$ cat config.mk
export PLATFORM = sky130hd
export DESIGN_NAME = arbitro_rr_n
export DESIGN_NICKNAME = d
export VERILOG_FILES = /design/src/rtl/arbitro_rr_n.sv
export SDC_FILE = /design/constraint.sdc
export NUM_CORES = 1
export LEC_CHECK = 0
export BUFFER_PORTS_ARGS = -buffer_cell sky130_fd_sc_hd__buf_2
export CORE_UTILIZATION = 48
export DETAILED_ROUTE_END_ITERATION = 12
export GPL_TIMING_DRIVEN = 0
export PLACE_DENSITY = 0.88
export SLEW_MARGIN = 10
export SYNTH_ARGS = -nofsm -noshare
export SYNTH_HDL_FRONTEND = slang
export SYNTH_SLANG_ARGS = --single-unit
$ cat constraint.sdc
create_clock -name clk -period 2.4 [get_ports clk]
set_clock_uncertainty 0.05 [all_clocks]
set_input_delay 0.48 -clock clk [delete_from_list [all_inputs] [get_ports clk]]
set_output_delay 0.48 -clock clk [all_outputs]
set_load 0.02 [all_outputs]
$ cat src/rtl/arbitro_rr_n.sv
// Round-robin drain of NUM_CH source FIFOs into one sink; push/ch_out lag pop by 1 cycle, pop halts on almost_full.
// Optional ARB_WEIGHTED_EN adds a per-channel weight port replacing BURST_MAX as the burst limit.
module arbitro_rr_n #(
    parameter int NUM_CH    = 4,
    parameter int DATA_W    = 6,
    parameter int BURST_MAX = 8,
    parameter int CNT_W     = 4,
    parameter int CH_W      = 2
) (
    input  logic                     clk,
    input  logic                     reset_L,
    input  logic [NUM_CH-1:0]        fifo_empty,
    input  logic [NUM_CH*DATA_W-1:0] fifo_data,
    input  logic                     almost_full,
`ifdef ARB_WEIGHTED_EN
    input  logic [NUM_CH*CNT_W-1:0]  weight,
`endif
    output logic [NUM_CH-1:0]        pop,
    output logic                     push,
    output logic [DATA_W-1:0]        data_out,
    output logic [CH_W-1:0]          ch_out,
    output logic                     busy
);

    localparam logic [0:0]       IDLE   = 1'b0;
    localparam logic [0:0]       SERVE  = 1'b1;
    localparam logic [CH_W:0]    NCH    = (CH_W+1)'(NUM_CH);
    localparam logic [CH_W-1:0]  LAST   = CH_W'(NUM_CH - 1);
    localparam logic [CH_W-1:0]  CH_ONE = CH_W'(1);
    localparam logic [CNT_W-1:0] ONE    = CNT_W'(1);

    logic [0:0]        state_q, state_d;
    logic [CH_W-1:0]   ptr_q, ptr_d;
    logic [CH_W-1:0]   cur_q, cur_d;
    logic [CNT_W-1:0]  burst_cnt_q, burst_cnt_d;
    logic              push_q, push_d;
    logic [CH_W-1:0]   ch_q, ch_d;
    logic [DATA_W-1:0] data_q, data_d;

    logic              found;
    logic [CH_W-1:0]   scan_idx;
    logic [CH_W:0]     sum;
    logic              cur_empty;
    logic              grant;
    logic [CH_W-1:0]   nxt_ptr;
    logic [CNT_W-1:0]  cnt_inc;
    logic [CNT_W-1:0]  lim;
    logic [DATA_W-1:0] data_sel;

`ifdef ARB_WEIGHTED_EN
    logic [CNT_W-1:0]  limit_q, limit_d;
    logic [CNT_W-1:0]  w_sel;

    always_comb begin
        w_sel = '0;
        for (int i = 0; i < NUM_CH; i++) begin
            if (scan_idx == CH_W'(i)) w_sel = weight[i*CNT_W +: CNT_W];
        end
    end
    assign lim = limit_q;
`else
    assign lim = CNT_W'(BURST_MAX);
`endif

    // Walk offsets high-to-low so the nearest non-empty channel after ptr wins.
    always_comb begin
        found    = 1'b0;
        scan_idx = '0;
        sum      = '0;
        for (int k = NUM_CH - 1; k >= 0; k--) begin
            sum = {1'b0, ptr_q} + (CH_W+1)'(k);
            if (sum >= NCH) sum = sum - NCH;
            if (!fifo_empty[sum[CH_W-1:0]]) begin
                found    = 1'b1;
                scan_idx = sum[CH_W-1:0];
            end
        end
    end

    always_comb begin
        data_sel = '0;
        for (int i = 0; i < NUM_CH; i++) begin
            if (ch_q == CH_W'(i)) data_sel = fifo_data[i*DATA_W +: DATA_W];
        end
    end

    assign cur_empty = fifo_empty[cur_q];
    assign grant     = (state_q == SERVE) && !cur_empty && !almost_full && (burst_cnt_q < lim);
    assign nxt_ptr   = (cur_q == LAST) ? '0 : cur_q + CH_ONE;
    assign cnt_inc   = burst_cnt_q + ONE;

    always_comb begin
        pop = '0;
        for (int i = 0; i < NUM_CH; i++) begin
            pop[i] = grant && (cur_q == CH_W'(i));
        end
    end

    always_comb begin
        state_d     = state_q;
        ptr_d       = ptr_q;
        cur_d       = cur_q;
        burst_cnt_d = burst_cnt_q;
`ifdef ARB_WEIGHTED_EN
        limit_d     = limit_q;
`endif
        case (state_q)
            IDLE: begin
                if (found) begin
                    state_d     = SERVE;
                    cur_d       = scan_idx;
                    burst_cnt_d = '0;
`ifdef ARB_WEIGHTED_EN
                    limit_d     = (w_sel == '0) ? ONE : w_sel;
`endif
                end
            end
            default: begin
                // almost_full freezes the grant entirely, including the empty exit.
                if (!almost_full) begin
                    if (grant) begin
                        burst_cnt_d = cnt_inc;
                        if (cnt_inc == lim) begin
                            state_d = IDLE;
                            ptr_d   = nxt_ptr;
                        end
                    end else begin
                        state_d = IDLE;
                        ptr_d   = nxt_ptr;
                    end
                end
            end
        endcase
    end

    assign push_d = grant;
    assign ch_d   = grant ? cur_q : ch_q;
    assign data_d = push_q ? data_sel : data_q;

    always_ff @(posedge clk or negedge reset_L) begin
        if (!reset_L) begin
            state_q     <= IDLE;
            ptr_q       <= '0;
            cur_q       <= '0;
            burst_cnt_q <= '0;
            push_q      <= 1'b0;
            ch_q        <= '0;
            data_q      <= '0;
`ifdef ARB_WEIGHTED_EN
            limit_q     <= ONE;
`endif
        end else begin
            state_q     <= state_d;
            ptr_q       <= ptr_d;
            cur_q       <= cur_d;
            burst_cnt_q <= burst_cnt_d;
            push_q      <= push_d;
            ch_q        <= ch_d;
            data_q      <= data_d;
`ifdef ARB_WEIGHTED_EN
            limit_q     <= limit_d;
`endif
        end
    end

    // Read data arrives the cycle after pop, so it is steered through while push is high.
    assign push     = push_q;
    assign data_out = data_d;
    assign ch_out   = ch_q;
    assign busy     = (state_q == SERVE);

endmodule

Word level (Yosys, flattened, before mapping)
Cells that the tools add are included.
Widths: inputs -> output; s select.
{"block": "classes", "n_bitwise": 2, "mux": 39, "order_cmp": 10, "add_sub_neg": 9, "reduce_logical": 15, "n_eq_ne": 10}
{"op": "$mux 6", "count": 5}
{"op": "$mux 2", "count": 11}
{"op": "$mux 4", "count": 4}
{"op": "$lt 2x3->1 const B", "count": 5}
{"op": "$mux 1", "count": 14}
{"op": "$bmux 1 s2", "count": 5}
{"op": "$ge 3x3->1 const B", "count": 3}
{"op": "$eq 2x2->1 const B", "count": 4}
{"op": "$sub 2x1->2 const B", "count": 4}
{"op": "$logic_and 1x1->1", "count": 7}
{"op": "$add 2x2->3 const B", "count": 2}
{"op": "$reduce_and 3->1", "count": 2}
{"op": "$add 4x1->4 const B", "count": 1}
{"op": "$eq 2x1->1 const B", "count": 2}
{"op": "$eq 4x4->1 const B", "count": 1}
{"op": "$logic_not 2->1", "count": 2}
{"op": "$lt 4x4->1 const B", "count": 1}
{"op": "$ne 2x1->1 const B", "count": 2}
{"op": "$add 2x1->3 const B", "count": 1}
{"op": "$ge 2x3->1 const B", "count": 1}
{"op": "$add 2x1->2 const B", "count": 1}
{"op": "$logic_not 1->1", "count": 2}
{"op": "$ne 2x2->1 const B", "count": 1}
{"op": "$not 1->1", "count": 2}
{"op": "other kinds (2)", "count": 2}
{"block": "word_totals", "out_inout_bits": 14, "wordCells": 92, "inputBits": 31, "ff_bits": 18}

Longest topological paths before layout
Gate-level depths: netlist (run 1).
{"block": "logic_depth", "ltp_word": 11, "depth_mapped": 4, "depth_no_buf": 4}

Least setup slack after synthesis (run 1)
Ideal clock, no wire load.
{"block": "synth_timing", "path_type": "input port to output port", "from": "input port fifo_empty[3]", "to": "output port pop[0]", "n_path_buf": 1, "t_arrival_ns": 1.595, "slack_ns": 0.275, "cell_stages": 4, "cell_sequence": "buf_6 -> mux4_2 -> nor2_2 -> and2_1"}
{"block": "synth_via", "elab_chain_cells": 7}
{"item": "start, declared", "line_no": "12", "source": "input logic [NUM_CH-1:0] fifo_empty,"}
{"item": "$bmux 1 s2", "line_no": "87", "source": "assign cur_empty = fifo_empty[cur_q];"}
{"item": "$mux 1 (implied by the code)", "line_no": "87"}
{"item": "$logic_not 1->1", "line_no": "88", "source": "assign grant = (state_q == SERVE) && !cur_empty && !almost_full && (burst_cnt_q < lim);"}
{"item": "$logic_and 1x1->1 (3 in a row)", "line_no": "88"}
{"item": "named net grant", "line_no": "44", "source": "logic grant;"}
{"item": "$logic_and 1x1->1", "line_no": "95", "source": "pop[i] = grant && (cur_q == CH_W'(i));"}
{"item": "end, declared", "line_no": "18", "source": "output logic [NUM_CH-1:0] pop,"}
The timed path passes the listed nets, and every way through them passes these cells. The select of a mux whose other input is x is not followed.

Worst setup path after layout (run 1)
{"block": "layout_timing", "from": "register ch_q[0], in the netlist ch_out[0]", "to": "output port data_out[5]"}
{"block": "layout_via", "elab_chain_cells": 6}
{"item": "start, declared", "line_no": "37", "source": "logic [CH_W-1:0] ch_q, ch_d;"}
{"item": "start signal, assigned", "line_no": "158", "source": "ch_q <= ch_d;"}
{"item": "$logic_not 2->1", "line_no": "83", "source": "if (ch_q == CH_W'(i)) data_sel = fifo_data[i*DATA_W +: DATA_W];"}
{"item": "$mux 6 (3 in a row)", "line_no": "83"}
{"item": "$mux 6 (*)", "line_no": "83"}
{"item": "$mux 6 (*)", "line_no": "138", "source": "assign data_d = push_q ? data_sel : data_q;"}
{"item": "end, declared", "line_no": "20", "source": "output logic [DATA_W-1:0] data_out,"}
Mark *: on every way between the ends. The rest lies on a longest branch, timed or not.

==> results of run 1 <==
==> cells by family (layout without fill, tap and decap cells) <==
logic type | after synthesis | in the layout | share of synthesized area [%]
compound gates | 19 | 19 | 11.5
fa+ha+maj | 5 | 5 | 5.52
buf+inv | 7 | 56 | 3.09
flops | 18 | 18 | 39.7
mux | 22 | 22 | 28.4
simple gates | 23 | 23 | 11.8
==> repair_timing <==
action	in CTS	in global routing
buffers inserted	1	2
cloned	0	0
pin swaps	1	0
gates resized for setup	3	1
endpoints found under the setup margin	9	5
==> final cells by class <==
cell class / instances / area (sq um)
buffer: 3 / 26.3
fill: 174 / 761
timing repair buffer: 46 / 238
clock buffer: 4 / 36.3
multi-input combinational: 69 / 653
inverter: 3 / 11.3
tap: 28 / 35.0
sequential: 18 / 452
==> registers in the layout, indices dropped and copies added, names as in the netlist <==
register     flops
busy             1
push             1
burst_cnt_q      4
data_q           6
ch_out           2
cur_q            2
ptr_q            2
==> cell usage after synthesis, types with 2 or more instances <==
library cell  instances  share of area, %
o21a_1                3               2.0
nand2_1               6               2.0
a21oi_1               3               1.3
o21ai_0               5               2.2
mux2_2               11                11
dfrtp_1              18                40
ha_1                  5               5.5
and2_1                4               2.2
inv_1                 3              0.99
a41o_1                2               1.8
mux2i_1               4               3.5
mux4_2                7                14
nor2_1                2              0.66
==> per-layer routing <==
layer,up-vias,wire length (microns),track usage [%]
met5,-,0,0
met4,0,8,4.17
met3,2,204,3.33
met2,53,1220,38.4
met1,472,1070,24.6
li1,452,-,-
==> path summary, 6_finish.rpt <==
kind,startpoint,end,slack [ps],depth (start not counted)
max in group asynchronous,reset_L,cur_q[1]$_DFFE_PN0P_,1950,1
min in group clk,data_q[0]$_DFF_PN0_,data_q[0]$_DFF_PN0_,460,1
hold / removal,reset_L,data_q[2]$_DFF_PN0_,50,1
hold reg to reg,data_q[0]$_DFF_PN0_,data_q[0]$_DFF_PN0_,460,1
setup reg to reg,cur_q[1]$_DFFE_PN0P_,ptr_q[0]$_DFFE_PN0P_,590,3
setup / recovery,ch_out[0]$_DFFE_PN0P_,data_out[5],90,4
==> worst max-delay path, stage by stage (launching register included) <==
cell     delay (ps)
dfrtp_1         380
buf_6           150
mux4_2          510
mux2_2          290
buf_2           160
==> metrics by stage <==
step | total power [mW] | setup WS, ps | utilization, %
detailed placement | 1.50 | 41.6 | 62.6
global route | 1.85 | 21.2 | 65.6
CTS | 1.71 | 39.0 | 64.9
floorplan | 1.24 | 275 | -
global placement | 1.45 | 92.3 | 62.6
finish | 1.73 | 89.0 | 65.6
==> power by group through the flow <==
stage | clock network, mW | logic (mW) | registers [mW]
after floorplan | 0 | 0.658 | 0.582
final | 0.185 | 0.957 | 0.586
after global routing | 0.205 | 1.04 | 0.605
after global placement | 0 | 0.887 | 0.565
after detailed placement | 0 | 0.927 | 0.576
after CTS | 0.187 | 0.949 | 0.572
==> metrics.yaml, run 1 <==
timing.hold.ws_ps: 48.0
grt_pass1_vias: 949
cp.required_ps: 1870
start_util_pct: 51.2
drt_iter0_drc: 19
clk-insertion-delay-late_ps: 290
grt_pass1_wl_microns: 4020
start_kind: "register"
layout_common_cells: "43 x buf_2, 17 x dfrtp_1, 11 x mux2_2, 7 x mux4_2, 6 x nand2_1"
period_minus_slack_ps: 2310
netlist_instances: 94
hold_path.class: "in2async"
ys_types: 34
area_delta_synth_final_pct: 28.0
relSlewSlack_pct: 73.6
postRouteAntennaNets: 0
synth.avg_cell_area_sq_um: 12.1
antenna_cells: 0
dp.final_hpwl_microns: 1930
cts_tree: "done"
rows: 17
p_int_mw: 1.02
synth_edf_count: 0
worst-path-max-fanout: 8
fin_area_sq_mm: 0.00145
cts_max_level: 1
switching_power_mw: 0.711
drc_errors: 0
clk_pin_slew_ps: 110
sw_frac_of_total_pct: 41.2
grt-ovfl-total: 0
dp.cells: 165
fmax_mhz: 433
gp_congestion: 0.838
die_h_microns: 50.6
drive_gt1_share_pct: 51.0
power_frac_comb_pct: 55.4
layout_commonest_cell: "buf_2"
syn_nets: 130
min_period_over_period_pct: 96.3
antenna_found_initial: 0
yosys_most_used_dff: "dfrtp_1"
cts_num_sinks: 18
setup_viol: 0
cp-end-kind: "output pin"
fin_tns_setup_ps: 0
fin_cells: 171
p_clk_share_pct: 10.7
root_buffer: "clkbuf_4"
wirelength_microns: 2500
drv_slew: 0
portBuffers: 43
wl_per_cell_microns: 14.6
synth_async_sr_flop_share_pct: 100
synth_warnings: 0
synth_seq_cells: 18
via_count: 979
grt_max_degree: 19
dieArea_sq_mm: 0.00256
grt.total_usage_pct: 20.6
seqPwrFrac_pct: 33.9
cts_max_path_buffers: 2
dr.pass1.iters: 4
worstPathArrival_ps: 1780
ioPinCount: 45
numCtsBuffers: 3
die_w_microns: 50.6
critPathKind: "reg2out"
ir_drop_mv: 0.657
synth_area_sq_mm: 0.00113
vias_per_cell: 5.73
tightest_slew_ps: 396
status: "complete, no violations"
hold_violations: 0
p_leak_nw: 0.703
grt_setup_unrepaired: "no"
maxCapViolations: 0
synth-seq-area-share_pct: 39.7
hold_buffers: 0
core_area_sq_mm: 0.00221
placed_area_sq_mm: 0.00138
p_per_area_mw_per_mm2: 1190
nNetsFinal: 180
Power figures use the tool's default switching activity.
==> inputs of run 2 (changes only) <==
- CELL_PAD_IN_SITES_DETAIL_PLACEMENT: not set -> 2
- CELL_PAD_IN_SITES_GLOBAL_PLACEMENT: not set -> 2
- CORE_UTILIZATION: 48 -> 29
- PLACE_DENSITY: 0.88 -> 0.86
==> run 2 against run 1 <==
  * Power up 3.4%
  * Die area up 63%
  * Global-route usage is 3.8 points lower
  * Wire length increased by 34%
  * Sequential share of layout area fell by 0.55 points
  * Worst setup slack improved by 13 ps
  * First-iteration DRC count grew 32%
  * Combinational power is 2.3% higher
  * Clock-buffer cell count down 1
  * Largest cell class unchanged
  * Critical path depth stayed put
==> metrics.yaml, run 2 (synthesis results as in run 1) <==
dp.final_hpwl_microns: 2610
drive_gt1_share_pct: 50.7
die_w_microns: 64.5
hold_path.class: "in2async"
antenna_cells: 0
min_period_over_period_pct: 95.7
cts_max_level: 1
drt-met1-wl_microns: 1330
grt.total_usage_pct: 16.8
antenna_found_initial: 0
wirelength_microns: 3350
drc_errors: 0
dp.cells: 185
finalWorstSetupSlack_ps: 102
nNetsFinal: 180
dr.pass1.iters: 3
cp-end-kind: "output pin"
fmax_mhz: 435
layout_commonest_cell: "buf_2"
die_h_microns: 64.5
grt_max_degree: 19
worst-path-max-fanout: 5
start_kind: "register"
area_delta_synth_final_pct: 30.4
wl_per_cell_microns: 17.6
power.total_mw: 1.79
largest_reg_flops: 6
ir_drop_mv: 0.454
relSlewSlack_pct: 73.3
portBuffers: 43
grt_setup_unrepaired: "no"
layout_common_cells: "43 x buf_2, 17 x dfrtp_1, 11 x mux2_2, 7 x mux4_2, 6 x nand2_1"
vias_per_cell: 5.16
worstPathArrival_ps: 1770
period_minus_slack_ps: 2300
grt_pass1_vias: 1105
grt_pass1_wl_microns: 5330
status: "complete, no violations"
cts_max_path_buffers: 2
hold_violations: 0
drv_slew: 0
via_count: 980
clk_pin_slew_ps: 70
grt-ovfl-total: 0
drt_iter0_drc: 25
critPathKind: "reg2out"
top_layer: "met3"
rows: 22
gp_congestion: 0.753
fin_cells: 190
p_per_area_mw_per_mm2: 1210
postRouteAntennaNets: 0
ioPinCount: 45
dieArea_sq_mm: 0.00416
pre_cts_slack_ps: 5.91
root_buffer: "clkbuf_8"
largest_register: "data_q"
p_leak_nw: 0.703
cts_tree: "done"
cp.required_ps: 1870
finish.utilization_pct: 39.8
reg2regPathDepth: 3
numCtsBuffers: 3
cts_num_sinks: 18
biggestRegsByFlops: "data_q: 6 flops, burst_cnt_q: 4 flops"
maxCapViolations: 0
start_util_pct: 30.5
fin_tns_setup_ps: 0
dr_wl_met3_microns: 230
setup_viol: 0
tightest_slew_ps: 400
core_area_sq_mm: 0.00372
clk-insertion-delay-late_ps: 250
wl_met2_microns: 1790
hold_buffers: 0
## run 2: report_power, final
part | internal, mW | switching (mW)
clock | 0.111 | 0.0952
combinational | 0.475 | 0.504
sequential | 0.446 | 0.155
## run 2: metal layers
metal | GRT usage [%] | vias to the layer above
li1 | - | 451
met1 | 18.7 | 488
met2 | 32.4 | 41
met3 | 3.35 | 0
met4 | 3.33 | 0
met5 | 0 | -
## run 2: what timing repair did
action,CTS,global route
pin swaps,1,0
endpoints found under the setup margin,5,7
setup buffers,1,2
resized for setup,3,0
## run 2: final cells by class
cell class                      instances  area (sq um)
Buffer                                  3          22.5
Tap cell                               48          60.1
Sequential cell                        18           452
Inverter                                3          11.3
Fill cell                             412          2240
Timing Repair Buffer                   46           238
Clock buffer                            3          41.3
Multi-Input combinational cell         69           653
## run 2: through the flow
| stage | area, sq um | hold slack [ps] |
|---|---|---|
| detailed placement | 1410 | 388 |
| floorplan | 1130 | 134 |
| global route | 1480 | 132 |
| CTS | 1470 | 113 |
| global placement | 1410 | 383 |
| finish | 1480 | 98.4 |
## run 2: critical path, cell delays in order, from the launching register on
cell and delay (ps):
dfrtp_2 410, mux4_2 580, nor2_4 190, and2_1 170
buf_2 170
## run 2: final timing paths
kind                                       from                    to  slack, ps
max                        cur_q[1]$_DFFE_PN0P_                pop[0]        100
max in group asynchronous               reset_L  cur_q[1]$_DFFE_PN0P_       1890
min                                     reset_L        push$_DFF_PN0_        100
min reg2reg                 data_q[0]$_DFF_PN0_   data_q[0]$_DFF_PN0_        450
max reg2reg                cur_q[1]$_DFFE_PN0P_  ptr_q[1]$_DFFE_PN0P_        520
min in group clk            data_q[0]$_DFF_PN0_   data_q[0]$_DFF_PN0_        450
==> inputs of run 3 (changes only) <==
- HOLD_SLACK_MARGIN: not set -> 0.1
- REMOVE_ABC_BUFFERS: not set -> 1
==> run 3 against run 2 <==
  * Critical path depth did not move
  * Global-route usage rose by 0.11 points
  * Die area is the same
  * Combinational power down 11%
  * Via count rose by 0.61%
  * Utilization down 0.84 points
  * First-iteration DRC count fell by 68%
  * Highest routed layer is now met4
==> metrics.yaml, run 3 (synthesis results as in run 1) <==
r2r_end: "ptr_q[1]$_DFFE_PN0P_"
pre_cts_slack_ps: -36.3
clk-insertion-delay-late_ps: 250
cts_num_sinks: 18
grt_pass1_wl_microns: 5280
fill_cells: 404
postRouteAntennaNets: 0
multiInputGateArea_sq_um: 653
maxCapViolations: 0
start_util_pct: 30.5
period_minus_slack_ps: 2320
numCtsBuffers: 3
p_per_area_mw_per_mm2: 1190
worstPathArrival_ps: 1790
r2r_start: "cur_q[1]$_DFFE_PN0P_"
start_kind: "register"
critPathKind: "reg2out"
hold_buffers: 0
portBuffers: 44
wirelength_microns: 3100
rows: 22
largest_register: "data_q"
die_w_microns: 64.5
drt_iter0_drc: 8
vias_per_cell: 5.30
nNetsFinal: 176
antenna_cells: 0
grt-ovfl-total: 0
fmax_mhz: 431
via_count: 986
relSlewSlack_pct: 73.7
reg2reg_slack_ps: 520
cp.required_ps: 1870
hold_path.class: "in2async"
setup_viol: 0
antenna_found_initial: 0
dieArea_sq_mm: 0.00416
core_area_sq_mm: 0.00372
biggestRegsByFlops: "data_q: 6 flops, burst_cnt_q: 4 flops"
drive_gt1_share_pct: 50.7
root_buffer: "clkbuf_8"
finalWorstSetupSlack_ps: 81.2
grt_max_degree: 19
hold_violations: 0
wl_per_cell_microns: 16.7
dp.final_hpwl_microns: 2510
cp-end-kind: "output pin"
tightest_slew_ps: 395
die_h_microns: 64.5
ir_drop_mv: 0.301
largest_reg_flops: 6
dr.pass1.iters: 3
area_delta_synth_final_pct: 27.6
wl_met2_microns: 1580
crit_family: "multiplexers"
cp_slowest_cell: "mux4_2"
min_period_over_period_pct: 96.6
drc_errors: 0
dp.cells: 182
status: "complete, no violations"
top_layer: "met4"
gp_congestion: 0.788
reg2regPathDepth: 3
cts_max_path_buffers: 2
worst_path_largest_cell_delay_ps: 580
layout_common_cells: "44 x buf_2, 16 x dfrtp_1, 11 x mux2_2, 7 x mux4_2, 6 x nand2_1"
clk_pin_slew_ps: 60
cp_cell_sequence: "mux4_2 -> nor2_4 -> and2_1 -> buf_2"
drv_slew: 0
ioPinCount: 45
fin_cells: 186
drt-met1-wl_microns: 1270
cts_tree: "done"
p_leak_nw: 0.684
cts_max_level: 1
grt_pass1_vias: 1090
cp_num_buf_inv: 1
layout_commonest_cell: "buf_2"
worst-path-max-fanout: 7
final-seq-area_sq_um: 453
grt_setup_unrepaired: "no"
grt.total_usage_pct: 16.9
fin_tns_setup_ps: 0
dr_wl_met3_microns: 205
power.total_mw: 1.73
[run 3: changes by cell type in the layout (fill, tap and decap cells not counted)]
| cell | change |
|---|---|
| dfrtp_1 | -1 |
| buf_1 | -1 |
| buf_4 | -3 |
| buf_2 | +1 |
| buf_6 | -1 |
| dfrtp_2 | +1 |
[run 3: report_power, final]
part,switching (mW),internal (mW),leakage (nW),total (mW)
Clock,0.0956,0.112,0.0216,0.207
Combinational,0.435,0.441,0.450,0.876
Sequential,0.198,0.448,0.212,0.646
Total,0.728,1.00,0.684,1.73
[run 3: timing repair]
| action | 4_1_cts | 5_1_grt |
|---|---|---|
| endpoints found under the setup margin | 10 | 0 |
| hold endpoints to repair | 0 | 0 |
| gates resized for setup | 3 | 0 |
| buffers inserted | 1 | 0 |
[run 3: layer usage]
layer | GRT usage (%) | up-vias
met3 | 3.35 | 5
met2 | 32.0 | 43
li1 | - | 444
met4 | 7.50 | 0
met1 | 17.7 | 494
met5 | 0 | -
[run 3: area by class of cell]
cell class	count	share of cell area, %
Sequential cell	18	31.3
Multi-Input combinational cell	69	45.2
Timing Repair Buffer	45	15.7
Clock buffer	3	2.85
Inverter	3	0.779
Tap cell	48	4.15
[run 3: how the worst max path moves through the flow]
stage	start	endpoint	cells after the start
3_3_place_gp	fifo_empty[3]	pop[0]	5
4_1_cts	cur_q[1]$_DFFE_PN0P_	pop[0]	4
5_1_grt	cur_q[1]$_DFFE_PN0P_	pop[0]	4
2_1_floorplan	ch_out[0]$_DFFE_PN0P_	data_out[0]	2
3_5_place_dp	fifo_empty[3]	pop[1]	5
6_report	cur_q[1]$_DFFE_PN0P_	pop[0]	4
[run 3: metrics by stage]
stage / utilization (%) / instance area [sq um] / hold WS [ps]
2_1_floorplan: - / 1110 / 134
3_3_place_gp: 37.4 / 1390 / 376
3_5_place_dp: 37.4 / 1390 / 376
4_1_cts: 38.9 / 1450 / 100
5_1_grt: 38.9 / 1450 / 107
6_report: 38.9 / 1450 / 93.3
